`src/rtl/imem_boot_loader_if.sv`:
```
// Byte-stream and imem write-port bundle for the instruction memory boot loader.
// slave = loader side (consumes the stream, drives the memory write port);
// master = host/memory side.
interface imem_boot_loader_if #(
   parameter int ADDR_W = 7
);
   logic              in_valid;
   logic              in_ready;
   logic [7:0]        in_byte;
   logic              mem_we;
   logic [ADDR_W-1:0] mem_addr;
   logic [7:0]        mem_wdata;

   modport master (
      output in_valid, in_byte,
      input  in_ready, mem_we, mem_addr, mem_wdata
   );

   modport slave (
      input  in_valid, in_byte,
      output in_ready, mem_we, mem_addr, mem_wdata
   );
endinterface

```
`src/rtl/imem_boot_loader.sv`:
```
// Instruction memory boot loader: parses a LEN(16-bit word count) header from a
// byte stream, writes LEN*4 bytes little-endian from BASE_ADDR upward, checks an
// XOR checksum of the data bytes and keeps the core stalled until a clean load.
module imem_boot_loader #(
   parameter int MEM_BYTES = 128,
   parameter int BASE_ADDR = 0,
   parameter int ADDR_W    = $clog2(MEM_BYTES)
) (
   input  logic                 clk,
   input  logic                 rst_n,
   input  logic                 start,
   imem_boot_loader_if.slave    bus,
   output logic                 cpu_stall,
   output logic                 load_done,
   output logic                 load_err,
   output logic [ADDR_W:0]      bytes_loaded
);

   typedef enum logic [2:0] {
      S_LEN_LO,
      S_LEN_HI,
      S_DATA,
      S_CHECK,
      S_DONE,
      S_ERROR
   } state_t;

   localparam logic [17:0] LIMIT = 18'(MEM_BYTES - BASE_ADDR);

   state_t      state, state_next;
   logic [7:0]  len_lo;
   logic [17:0] need;
   logic [17:0] hdr_need;
   logic [7:0]  csum;
   logic        ready;
   logic        accept;
   logic        last_data;

   // Header word count scaled to bytes; 18 bits so LEN*4 never truncates.
   assign hdr_need  = {bus.in_byte, len_lo, 2'b00};
   assign accept    = bus.in_valid & ready;
   assign last_data = ((18'(bytes_loaded) + 18'd1) == need);
   assign bus.in_ready = ready;

   // Stream ready is a pure function of state.
   always_comb begin
      ready = 1'b0;
      case (state)
         S_LEN_LO, S_LEN_HI, S_DATA, S_CHECK: ready = 1'b1;
         default:                             ready = 1'b0;
      endcase
   end

   // State register.
   always_ff @(posedge clk or negedge rst_n) begin
      if (!rst_n) state <= S_LEN_LO;
      else        state <= state_next;
   end

   // Next-state decode.
   always_comb begin
      state_next = state;
      case (state)
         S_LEN_LO: if (accept) state_next = S_LEN_HI;
         S_LEN_HI: begin
            if (accept) begin
               if (hdr_need > LIMIT)       state_next = S_ERROR;
               else if (hdr_need == '0)    state_next = S_CHECK;
               else                        state_next = S_DATA;
            end
         end
         S_DATA:   if (accept && last_data) state_next = S_CHECK;
         S_CHECK: begin
            if (accept) state_next = (bus.in_byte == csum) ? S_DONE : S_ERROR;
         end
         S_DONE, S_ERROR: if (start) state_next = S_LEN_LO;
         default:  state_next = S_LEN_LO;
      endcase
   end

   // Datapath, registered write port and status flags (status follows state_next
   // so the flags change on the same edge as the state).
   always_ff @(posedge clk or negedge rst_n) begin
      if (!rst_n) begin
         len_lo        <= '0;
         need          <= '0;
         csum          <= '0;
         bytes_loaded  <= '0;
         bus.mem_we    <= 1'b0;
         bus.mem_addr  <= '0;
         bus.mem_wdata <= '0;
         cpu_stall     <= 1'b1;
         load_done     <= 1'b0;
         load_err      <= 1'b0;
      end else begin
         bus.mem_we <= 1'b0;
         cpu_stall  <= (state_next != S_DONE);
         load_done  <= (state_next == S_DONE);
         load_err   <= (state_next == S_ERROR);
         case (state)
            S_LEN_LO: begin
               csum         <= '0;
               bytes_loaded <= '0;
               if (accept) len_lo <= bus.in_byte;
            end
            S_LEN_HI: begin
               if (accept) need <= hdr_need;
            end
            S_DATA: begin
               if (accept) begin
                  csum          <= csum ^ bus.in_byte;
                  bytes_loaded  <= bytes_loaded + 1'b1;
                  bus.mem_we    <= 1'b1;
                  bus.mem_addr  <= ADDR_W'(BASE_ADDR) + bytes_loaded[ADDR_W-1:0];
                  bus.mem_wdata <= bus.in_byte;
               end
            end
            S_DONE, S_ERROR: begin
               // Clear on re-arm so the counters already read zero in LEN_LO.
               if (start) begin
                  csum         <= '0;
                  bytes_loaded <= '0;
               end
            end
            default: ;
         endcase
      end
   end

endmodule

```
`src/flat_wrapper.sv`:
```
// flat-port wrapper written by rule: the top's interface ports become plain ports
module imem_boot_loader_flat 
#(
   parameter int MEM_BYTES = 128,
   parameter int BASE_ADDR = 0,
   parameter int ADDR_W    = $clog2(MEM_BYTES)
)
  (clk, rst_n, start, cpu_stall, load_done, load_err, bytes_loaded, bus_in_valid, bus_in_byte, bus_in_ready, bus_mem_we, bus_mem_addr, bus_mem_wdata);
  imem_boot_loader_if #(.ADDR_W(ADDR_W)) bus_i ();
  input  logic clk;
  input  logic rst_n;
  input  logic start;
  output logic cpu_stall;
  output logic load_done;
  output logic load_err;
  output logic [ADDR_W:0] bytes_loaded;
  input wire logic [$bits(bus_i.in_valid)-1:0] bus_in_valid;
  input wire logic [$bits(bus_i.in_byte)-1:0] bus_in_byte;
  output wire logic [$bits(bus_i.in_ready)-1:0] bus_in_ready;
  output wire logic [$bits(bus_i.mem_we)-1:0] bus_mem_we;
  output wire logic [$bits(bus_i.mem_addr)-1:0] bus_mem_addr;
  output wire logic [$bits(bus_i.mem_wdata)-1:0] bus_mem_wdata;
  assign bus_i.in_valid = bus_in_valid;
  assign bus_i.in_byte = bus_in_byte;
  assign bus_in_ready = bus_i.in_ready;
  assign bus_mem_we = bus_i.mem_we;
  assign bus_mem_addr = bus_i.mem_addr;
  assign bus_mem_wdata = bus_i.mem_wdata;
  imem_boot_loader #(.MEM_BYTES(MEM_BYTES), .BASE_ADDR(BASE_ADDR), .ADDR_W(ADDR_W)) u_core (.clk(clk), .rst_n(rst_n), .start(start), .bus(bus_i), .cpu_stall(cpu_stall), .load_done(load_done), .load_err(load_err), .bytes_loaded(bytes_loaded));
endmodule
```
`config.mk`:
```
export PLATFORM = sky130hd
export DESIGN_NAME = imem_boot_loader_flat
export DESIGN_NICKNAME = d
export VERILOG_FILES = /design/src/rtl/imem_boot_loader_if.sv /design/src/rtl/imem_boot_loader.sv /design/src/flat_wrapper.sv
export SDC_FILE = /design/constraint.sdc
export NUM_CORES = 1
export LEC_CHECK = 0
export ABC_AREA = 0
export ABC_CLOCK_PERIOD_IN_PS = 1900
export CAP_MARGIN = 10
export CORE_ASPECT_RATIO = 1.2
export CORE_MARGIN = 2
export CORE_UTILIZATION = 54
export CTS_BUF_LIST = sky130_fd_sc_hd__clkbuf_16
export DETAILED_ROUTE_END_ITERATION = 8
export GPL_ROUTABILITY_DRIVEN = 1
export PLACE_DENSITY_LB_ADDON = 0.25
export SLEW_MARGIN = 5
export SYNTH_ARGS = -nofsm -noshare
export SYNTH_HDL_FRONTEND = slang
export SYNTH_SLANG_ARGS = --single-unit
```
`constraint.sdc`:
```
create_clock -name clk -period 1.9 [get_ports clk]
set_input_delay 0.19 -clock clk [delete_from_list [all_inputs] [get_ports clk]]
set_output_delay 0.19 -clock clk [all_outputs]
set_load 0.005 [all_outputs]
```
==> results of run 1 <==
[sequential cells by signal, indices dropped and copies added (netlist names)]
| name | cells |
|---|---|
| u_core.bus.mem_addr | 7 |
| u_core.bus.mem_wdata | 8 |
| u_core.bus.mem_we | 1 |
| u_core.bytes_loaded | 8 |
| u_core.cpu_stall | 1 |
| u_core.csum | 8 |
| u_core.len_lo | 8 |
| u_core.load_done | 1 |
| u_core.load_err | 1 |
| u_core.need | 16 |
| u_core.state | 3 |
[area by class of cell]
| type | instances | area (um^2) |
|---|---|---|
| Inverter | 4 | 15.0 |
| Tap cell | 60 | 75.1 |
| Sequential cell | 62 | 1550 |
| Timing Repair Buffer | 55 | 533 |
| Clock buffer | 9 | 225 |
| Multi-Input combinational cell | 197 | 1210 |
| Fill cell | 369 | 1380 |
| Clock inverter | 6 | 22.5 |
[cells by family after synthesis]
kind of cell / share of synthesized area, %
buf+inv: 2.60
flops: 54.7
simple gates: 16.9
xor+xnor: 5.87
mux: 9.53
compound gates: 9.53
fa+ha+maj: 0.882
[Yosys cell counts, drive strengths merged, types with 2 or more instances]
library cell | n | area, um^2
xnor2 | 14 | 123
nand2 | 57 | 214
buf | 9 | 47.6
mux2 | 24 | 270
nand3 | 8 | 40.0
nor2 | 20 | 75.1
or3 | 2 | 12.5
dfrtp | 61 | 1530
o21ai | 30 | 150
inv | 4 | 15.0
nor2b | 2 | 12.5
clkbuf | 3 | 11.3
xor2 | 5 | 43.8
nor4 | 2 | 12.5
o31ai | 2 | 15.0
ha | 2 | 25.0
nand2b | 4 | 25.0
nor3 | 6 | 35.0
nand4 | 3 | 18.8
[critical path: cells and delay by family, from the launching register on]
family	cells	cell delay, ns
AND/OR/NAND/NOR	3	0.82
flip-flops	1	0.41
AO/OA/AOI/OAI	2	0.34
buffers and inverters	1	0.12
[power by group]
part           switching (W)  total (W)  internal (W)
Clock               0.000526    0.00137      0.000844
Combinational       0.000450    0.00106      0.000613
Sequential          0.000245    0.00189       0.00165
Total                0.00122    0.00433       0.00311
[worst min-delay path by stage]
stage	start	to	slack, ns	cells after the start
final	rst_n	u_core.bus.mem_addr[0]	0.36	2
after global routing	rst_n	u_core.load_err	0.42	2
after CTS	rst_n	u_core.bus.mem_addr[0]	0.38	2
after detailed placement	rst_n	u_core.bus.mem_addr[0]	0.18	1
after global placement	rst_n	u_core.bus.mem_addr[0]	0.18	1
after floorplan	rst_n	u_core.bus.mem_addr[0]	-0.11	0
[metal layers]
| metal | vias up | part of all wire, % | GRT usage [%] |
|---|---|---|---|
| met2 | 54 | 53 | 40.2 |
| met4 | 0 | 3.2 | 13.1 |
| li1 | 1048 | - | - |
| met5 | - | 0 | 0 |
| met1 | 1058 | 40 | 27.6 |
| met3 | 17 | 4.2 | 4.37 |
[stage by stage]
stage	cell area, um^2	setup TNS [ns]	power, W	hold WS (ns)	worst slack [ns]
floorplan	2840	0	0.00254	-0.106	0.277
global placement	3380	0	0.00291	0.177	0.0618
detailed placement	3380	-0.00232	0.00296	0.179	-0.00232
CTS	3630	0	0.00435	0.376	0.117
global route	3630	0	0.00455	0.418	0.0189
finish	3630	0	0.00433	0.364	0.118
[repair_timing]
item | CTS | global route
endpoints found under the hold margin | 19 | 0
hold buffers | 1 | 0
gates resized for setup | 0 | 0
endpoints found under the setup margin | 0 | 0
==> flow_summary.toml, run 1 <==
[status]
status = "complete, no violations"

[worst_setup_path]
timing.critical_path.to = "u_core.load_err"
timing.rr.end = "u_core.load_err"
worst-r2r-cell-count = 6
startpoint = "u_core.len_lo[6]"
path_max_fanout = 4
crit_chain = "or4_4, nor2_1, o2111a_2, buf_4, o32ai_2, and2_1"
worst_path_max_delay_cell = "or4_4"
r2r-start = "u_core.len_lo[6]"
critPathMaxStageDelay_ns = 0.53
cp-end-kind = "flip-flop"
worstSetupPathType = "flip-flop to flip-flop"
cp_data_required_time_ns = 2.12
start_kind = "flip-flop"
cp.arrival_ns = 2.00
r2r_setup_slack_ns = 0.12

[place]
dp_cells = 377
port_buffers = 39
dp_hpwl_um = 4230
gp_congestion = 0.788

[clock_tree]
clkTransAtPathRegs_ns = 0.05
cts-htree-levels = 3
cts_tree = "built"
insertion_delay_ns = 0.32
postCtsSetupBuffers = 0
cts_buffers = 9
root_buffer = "clkbuf_16"
clkSinkCount = 62
cts_max_path_buffers = 2

[timing]
finalCritPeriodShare_pct = 93.8
drv_slew = 0
rsz0062_at_grt = "no"
setup_violations = 0
tightest_slew_ns = 0.569
finalHoldViolCount = 0
min_period_ns = 1.78
fmax_mhz = 561
slew_headroom_pct = 62.0
skew_ns = 0.00380

[route]
viasPerCell = 5.54
routed_wl_um = 6240
drc = 0
wl_per_cell_um = 15.9
first_iter_violations = 283
detail_route.first_pass.iterations = 4
num_vias = 2177
detail-route-antenna-nets = 0

[cells_and_area]
n_antenna_cell = 0
final_cell_mix = "dfrtp_1, nand2_1, clkdlybuf4s50_1, mux2_2, nor2_1"
fin_cells = 393
drive_above_1_share_pct = 16.8
synthToLayoutAreaGrowth_pct = 28.1
nets = 343
layout_commonest_cell = "dfrtp_1"
fin_util_pct = 72.5

[die]
dieArea_mm2 = 0.00585
initial_core_util_pct = 56.6
chipWidth_um = 70.2
io_pins = 40
core_region_area_mm2 = 0.00501
rows = 28
die_h_um = 83.4

[synth]
avgSynthCellArea_um2 = 10.3
ys_warn_count = 0
synth_edf_count = 0
synth_area_mm2 = 0.00284
synth_cells = 275
synth_sequential_area_ratio_pct = 54.7
async_flop_share_pct = 100
ys_types = 40
syn_nets = 289
synth-seq-cells = 62
synthFlopType = "dfrtp_1"

[pwr]
peakVddDrop_mv = 1.06
p_leak_nw = 1.60
power_density_mw_per_mm2 = 1190

[global_route]
antenna_found_initial = 0
grt_pass1_vias = 2154
grt_max_degree = 43
grt_use_total_pct = 23.5
gr-total-overflow = 0
grt_pass1_wl_um = 10700

[job]
drv_cap = 0

[min_path]
hold_class = "input pin to asynchronous set/reset pin"
No activity file was read; power rests on OpenSTA's default activity.
==> run 2, diff against run 1 <==
--- a/config.mk
+++ b/config.mk
@@ -5,7 +5,7 @@
 export SDC_FILE = /design/constraint.sdc
 export NUM_CORES = 1
 export LEC_CHECK = 0
-export ABC_AREA = 0
+export ABC_AREA = 1
 export ABC_CLOCK_PERIOD_IN_PS = 1900
 export CAP_MARGIN = 10
 export CORE_ASPECT_RATIO = 1.2
==> flow_summary.toml, run 2 <==
[worst_setup_path]
r2r_setup_slack_ns = 0.28
cp.arrival_ns = 1.82
start_kind = "flip-flop"
cp-end-kind = "flip-flop"
r2r-start = "u_core.state[0]"
cp_data_required_time_ns = 2.10
worstSetupPathType = "flip-flop to flip-flop"
path_max_fanout = 16
startpoint = "u_core.state[0]"

[min_path]
hold_class = "input pin to asynchronous set/reset pin"

[timing]
tightest_slew_ns = 0.639
setup_violations = 0
rsz0062_at_grt = "no"
fin_worst_hold_slack_ns = 0.417
finalCritPeriodShare_pct = 85.3
min_period_ns = 1.62
fmax_mhz = 617
finalHoldViolCount = 0
fin_tns_setup_ns = 0
skew_ns = 0.00868
slew_headroom_pct = 57.4
drv_slew = 0

[cells_and_area]
fin_util_pct = 70.1
final_cell_mix = "nand2_1, dfrtp_1, inv_1, clkdlybuf4s50_1, o21ai_0"
finish.instance_area_mm2 = 0.00366
synthToLayoutAreaGrowth_pct = 26.9
largest_reg_flops = 16
drive_above_1_share_pct = 12.3
largest-register = "u_core.need"
nets = 409
n_antenna_cell = 0
layout_commonest_cell = "nand2_1"

[die]
io_pins = 40
core_region_area_mm2 = 0.00523
rows = 29
initial_core_util_pct = 55.3
die_h_um = 84.1
dieArea_mm2 = 0.00595
chipWidth_um = 70.8

[clock_tree]
postCtsSetupBuffers = 0
clkTransAtPathRegs_ns = 0.06
root_buffer = "clkbuf_16"
cts_tree = "built"
cts_buffers = 9
cts_max_path_buffers = 2
insertion_delay_ns = 0.33
cts-htree-levels = 3
clkSinkCount = 62

[route]
num_vias = 2376
first_iter_violations = 126
detail_route.first_pass.iterations = 4
viasPerCell = 5.14
wl_per_cell_um = 13.0
detail-route-antenna-nets = 0
drc = 0
routed_wl_um = 5990

[global_route]
antenna_found_initial = 0
grt_pass1_vias = 2299
grt_use_total_pct = 22.8
gr-total-overflow = 0
grt_pass1_wl_um = 10500
grt_max_degree = 41

[pwr]
peakVddDrop_mv = 1.15
p_switching_w = 0.00136
power_frac_seq_pct = 41.8
combPwrFrac_pct = 25.3
pwr-share-clk_pct = 33.0
swShare_pct = 31.8
power_density_mw_per_mm2 = 1170
p_leak_nw = 1.74
p_int_w = 0.00292
p_total_w = 0.00428

[status]
status = "complete, no violations"

[place]
port_buffers = 39
gp_congestion = 0.775
dp_hpwl_um = 4360
place_area_mm2 = 0.00339

[synth]
ys_types = 32
async_flop_share_pct = 100
ys_warn_count = 0
syn_nets = 356
synth_area_mm2 = 0.00289
synth_sequential_area_ratio_pct = 53.7
synth_top_area_cell = "dfrtp_1"
yosys.area.top_type_share_pct = 52.8
synth_cells = 342
synth_edf_count = 0
yosysMostFrequentCell = "nand2_1"
synth_common_cells = "nand2_1, dfrtp_1, inv_1"
synthFlopType = "dfrtp_1"
synth-seq-cells = 62
synthTopCellsByArea = "dfrtp_1, nand2_1, o21ai_0"
avgSynthCellArea_um2 = 8.45

[job]
drv_cap = 0
==> run 2: changes by cell type in the layout (fill, tap and decap cells not counted), sizes merged, moves of 10 or more <==
| cell | change |
|---|---|
| inv | +39 |
| mux2 | -21 |
| nand2 | +44 |
| nor2 | +12 |
| o21ai | +12 |
| o22ai | +10 |
| xnor2 | -12 |
==> run 2: per-stage QoR <==
stage | setup WS [ns] | cells
after floorplan | 0.394 | 342
after global placement | 0.199 | 445
after detailed placement | 0.179 | 445
after CTS | 0.179 | 462
after global routing | 0.0466 | 462
final | 0.278 | 462
==> run 2: area by class of cell <==
class / instances / area [um^2]
clock buffer: 9 / 225
clock inverter: 7 / 33.8
fill: 438 / 1560
inverter: 43 / 161
multi-input combinational: 228 / 1140
sequential: 62 / 1550
tap: 62 / 77.6
timing repair buffer: 51 / 478
==> run 2: logic make-up after synthesis <==
logic type | after synthesis | synth area share, %
buffers and inverters | 52 | 7.19
adder cells (fa/ha/maj) | 2 | 0.866
AND/OR/NAND/NOR | 158 | 24.4
multiplexers | 3 | 1.17
flip-flops | 62 | 53.7
XOR/XNOR | 4 | 1.21
AO/OA/AOI/OAI | 61 | 11.4
==> run 2: what timing repair did <==
action	4_1_cts	5_1_grt
resized for setup	0	2
hold buffers	1	0
endpoints found under the hold margin	25	0
setup endpoints to repair	0	2
==> run 2: final timing paths <==
check                                          to  cells after the start
hold / removal             u_core.bus.mem_addr[1]                      2
max in group asynchronous         u_core.need[13]                      3
setup reg to reg                  u_core.need[17]                      6
hold reg to reg            u_core.bus.mem_addr[4]                      2
min in group clk           u_core.bus.mem_addr[4]                      2
setup / recovery                  u_core.need[17]                      6
==> run 2: worst max-delay path, stage by stage, from the launching register on <==
cell     delay (ns)
dfrtp_1        0.41
nand2_1        0.10
nor2_2         0.16
nand2_1        0.36
buf_4          0.31
nand2_1        0.06
o21ai_0        0.08
==> run 2: per-layer routing <==
metal | global-route usage, % | vias up | part of all wire, %
met5 | 0 | - | 0
met4 | 11.8 | 0 | 2.1
met3 | 4.35 | 12 | 4.3
met2 | 37.5 | 55 | 51
met1 | 28.5 | 1103 | 42
li1 | - | 1206 | -
==> run 2: power groups by stage <==
| stage | Clock [W] | Combinational [W] | Sequential, W |
|---|---|---|---|
| floorplan | 0 | 0.000784 | 0.00176 |
| global placement | 0 | 0.00106 | 0.00180 |
| detailed placement | 0 | 0.00108 | 0.00180 |
| CTS | 0.00143 | 0.00109 | 0.00179 |
| global route | 0.00148 | 0.00125 | 0.00182 |
| finish | 0.00141 | 0.00108 | 0.00179 |
==> run 3, diff against run 2 <==
--- a/config.mk
+++ b/config.mk
@@ -6,11 +6,11 @@
 export NUM_CORES = 1
 export LEC_CHECK = 0
 export ABC_AREA = 1
-export ABC_CLOCK_PERIOD_IN_PS = 1900
+export ABC_CLOCK_PERIOD_IN_PS = 1800
 export CAP_MARGIN = 10
 export CORE_ASPECT_RATIO = 1.2
 export CORE_MARGIN = 2
-export CORE_UTILIZATION = 54
+export CORE_UTILIZATION = 34
 export CTS_BUF_LIST = sky130_fd_sc_hd__clkbuf_16
 export DETAILED_ROUTE_END_ITERATION = 8
 export GPL_ROUTABILITY_DRIVEN = 1
==> constraint.sdc (replaced) <==
create_clock -name clk -period 1.8 [get_ports clk]
set_input_delay 0.18 -clock clk [delete_from_list [all_inputs] [get_ports clk]]
set_output_delay 0.18 -clock clk [all_outputs]
set_load 0.005 [all_outputs]
==> flow_summary.toml, run 3 (synthesized netlist as in run 2, its figures left out) <==
[clock_tree]
cts_max_path_buffers = 2
postCtsSetupBuffers = 0
clkTransAtPathRegs_ns = 0.05
clkSinkCount = 62
cts_buffers = 9
cts-htree-levels = 3
root_buffer = "clkbuf_16"
ctsResizeCount = 0
insertion_delay_ns = 0.32
holdBufCountCts = 1
cts_tree = "built"

[cells_and_area]
n_antenna_cell = 0
final_cell_mix = "nand2_1, dfrtp_1, inv_1, clkdlybuf4s50_1, o21ai_0"
layout_commonest_cell = "nand2_1"
ff_latch_area_mm2 = 0.00155
drive_above_1_share_pct = 12.9
largest_reg_flops = 16
fillers = 821
synthToLayoutAreaGrowth_pct = 32.4
largest-register = "u_core.need"
nets = 413
multi_input_area_mm2 = 0.00113

[job]
drv_cap = 0

[route]
wl_per_cell_um = 12.7
viasPerCell = 4.68
first_iter_violations = 90
num_vias = 2423
routed_wl_um = 6560
detail_route.first_pass.iterations = 5
detail-route-antenna-nets = 0
drc = 0

[timing]
fin_tns_setup_ns = 0
min_period_ns = 1.60
skew_ns = 0.00433
fin_worst_hold_slack_ns = 0.380
fmax_mhz = 626
finalCritPeriodShare_pct = 88.8
finalHoldViolCount = 0
slew_headroom_pct = 70.8
drv_slew = 0
setup_violations = 0
rsz0062_at_grt = "no"
tightest_slew_ns = 0.437

[worst_setup_path]
start_kind = "flip-flop"
path_max_fanout = 5
cp.arrival_ns = 1.82
cp-end-kind = "flip-flop"
cp_data_required_time_ns = 2.02
worstSetupPathType = "flip-flop to flip-flop"

[place]
dp_hpwl_um = 4690
gp_congestion = 0.799
port_buffers = 39

[global_route]
antenna_found_initial = 0
grt_use_total_pct = 15.7
grt_pass1_vias = 2441
grt_max_degree = 41
grt_pass1_wl_um = 11200
gr-total-overflow = 0

[pwr]
power_density_mw_per_mm2 = 1270
peakVddDrop_mv = 0.713
p_leak_nw = 1.79

[die]
dieArea_mm2 = 0.00925
die_h_um = 105
initial_core_util_pct = 35.2
core_region_area_mm2 = 0.00820
chipWidth_um = 88.2
io_pins = 40
rows = 36

[min_path]
hold_class = "input pin to asynchronous set/reset pin"

[status]
status = "complete, no violations"
## run 3: cell type report
cell class	count	area share, %
Timing Repair Buffer	55	13.9
Sequential cell	62	40.6
Multi-Input combinational cell	228	29.5
Inverter	43	4.22
Clock inverter	7	2.13
Tap cell	114	3.73
Clock buffer	9	5.89
## run 3: final timing paths
kind,slack [ns],startpoint,cells past startpoint,endpoint
hold reg to reg,0.48,u_core.bus.mem_addr[2],2,u_core.bus.mem_addr[2]
setup reg to reg,0.20,u_core.bytes_loaded[0],12,u_core.load_done
max in group asynchronous,1.13,rst_n,3,u_core.cpu_stall
setup / recovery,0.20,u_core.bytes_loaded[0],12,u_core.load_done
hold / removal,0.38,rst_n,3,u_core.bus.mem_wdata[5]
min in group clk,0.48,u_core.bus.mem_addr[2],2,u_core.bus.mem_addr[2]
## run 3: worst max-delay path: stages, from the launching register on
cell     delay, ns
dfrtp_1       0.34
ha_1          0.16
nand2_1       0.13
nor2_2        0.18
inv_1         0.07
nand2_1       0.08
nand2_1       0.05
nand2_1       0.05
nand3_1       0.10
nor2_2        0.10
nand2_2       0.09
nand3_2       0.09
inv_2         0.03
## run 3: through the flow
step                worst slack (ns)  instance area, um^2  cells  utilization, %  power [W]
detailed placement            0.0260                 3510    501            42.8    0.00309
global placement              0.0286                 3510    501            42.8    0.00307
finish                         0.201                 3820    518            46.7    0.00486
floorplan                      0.294                 2890    342               -    0.00269
CTS                            0.160                 3820    518            46.7    0.00491
global route                  0.0139                 3820    518            46.7    0.00516
## run 3: metal layers
| layer | GRT usage [%] | part of all wire [%] |
|---|---|---|
| met5 | 0 | 0 |
| met2 | 25.6 | 50 |
| met3 | 2.21 | 2.4 |
| met1 | 19.5 | 44 |
| met4 | 8.87 | 3.0 |
## run 3: report_power, final
part | switching (W) | leakage, nW | total [W] | internal [W]
combinational | 0.000683 | 0.810 | 0.00117 | 0.000487
clock | 0.000594 | 0.159 | 0.00178 | 0.00119
sequential | 0.000197 | 0.819 | 0.00190 | 0.00170
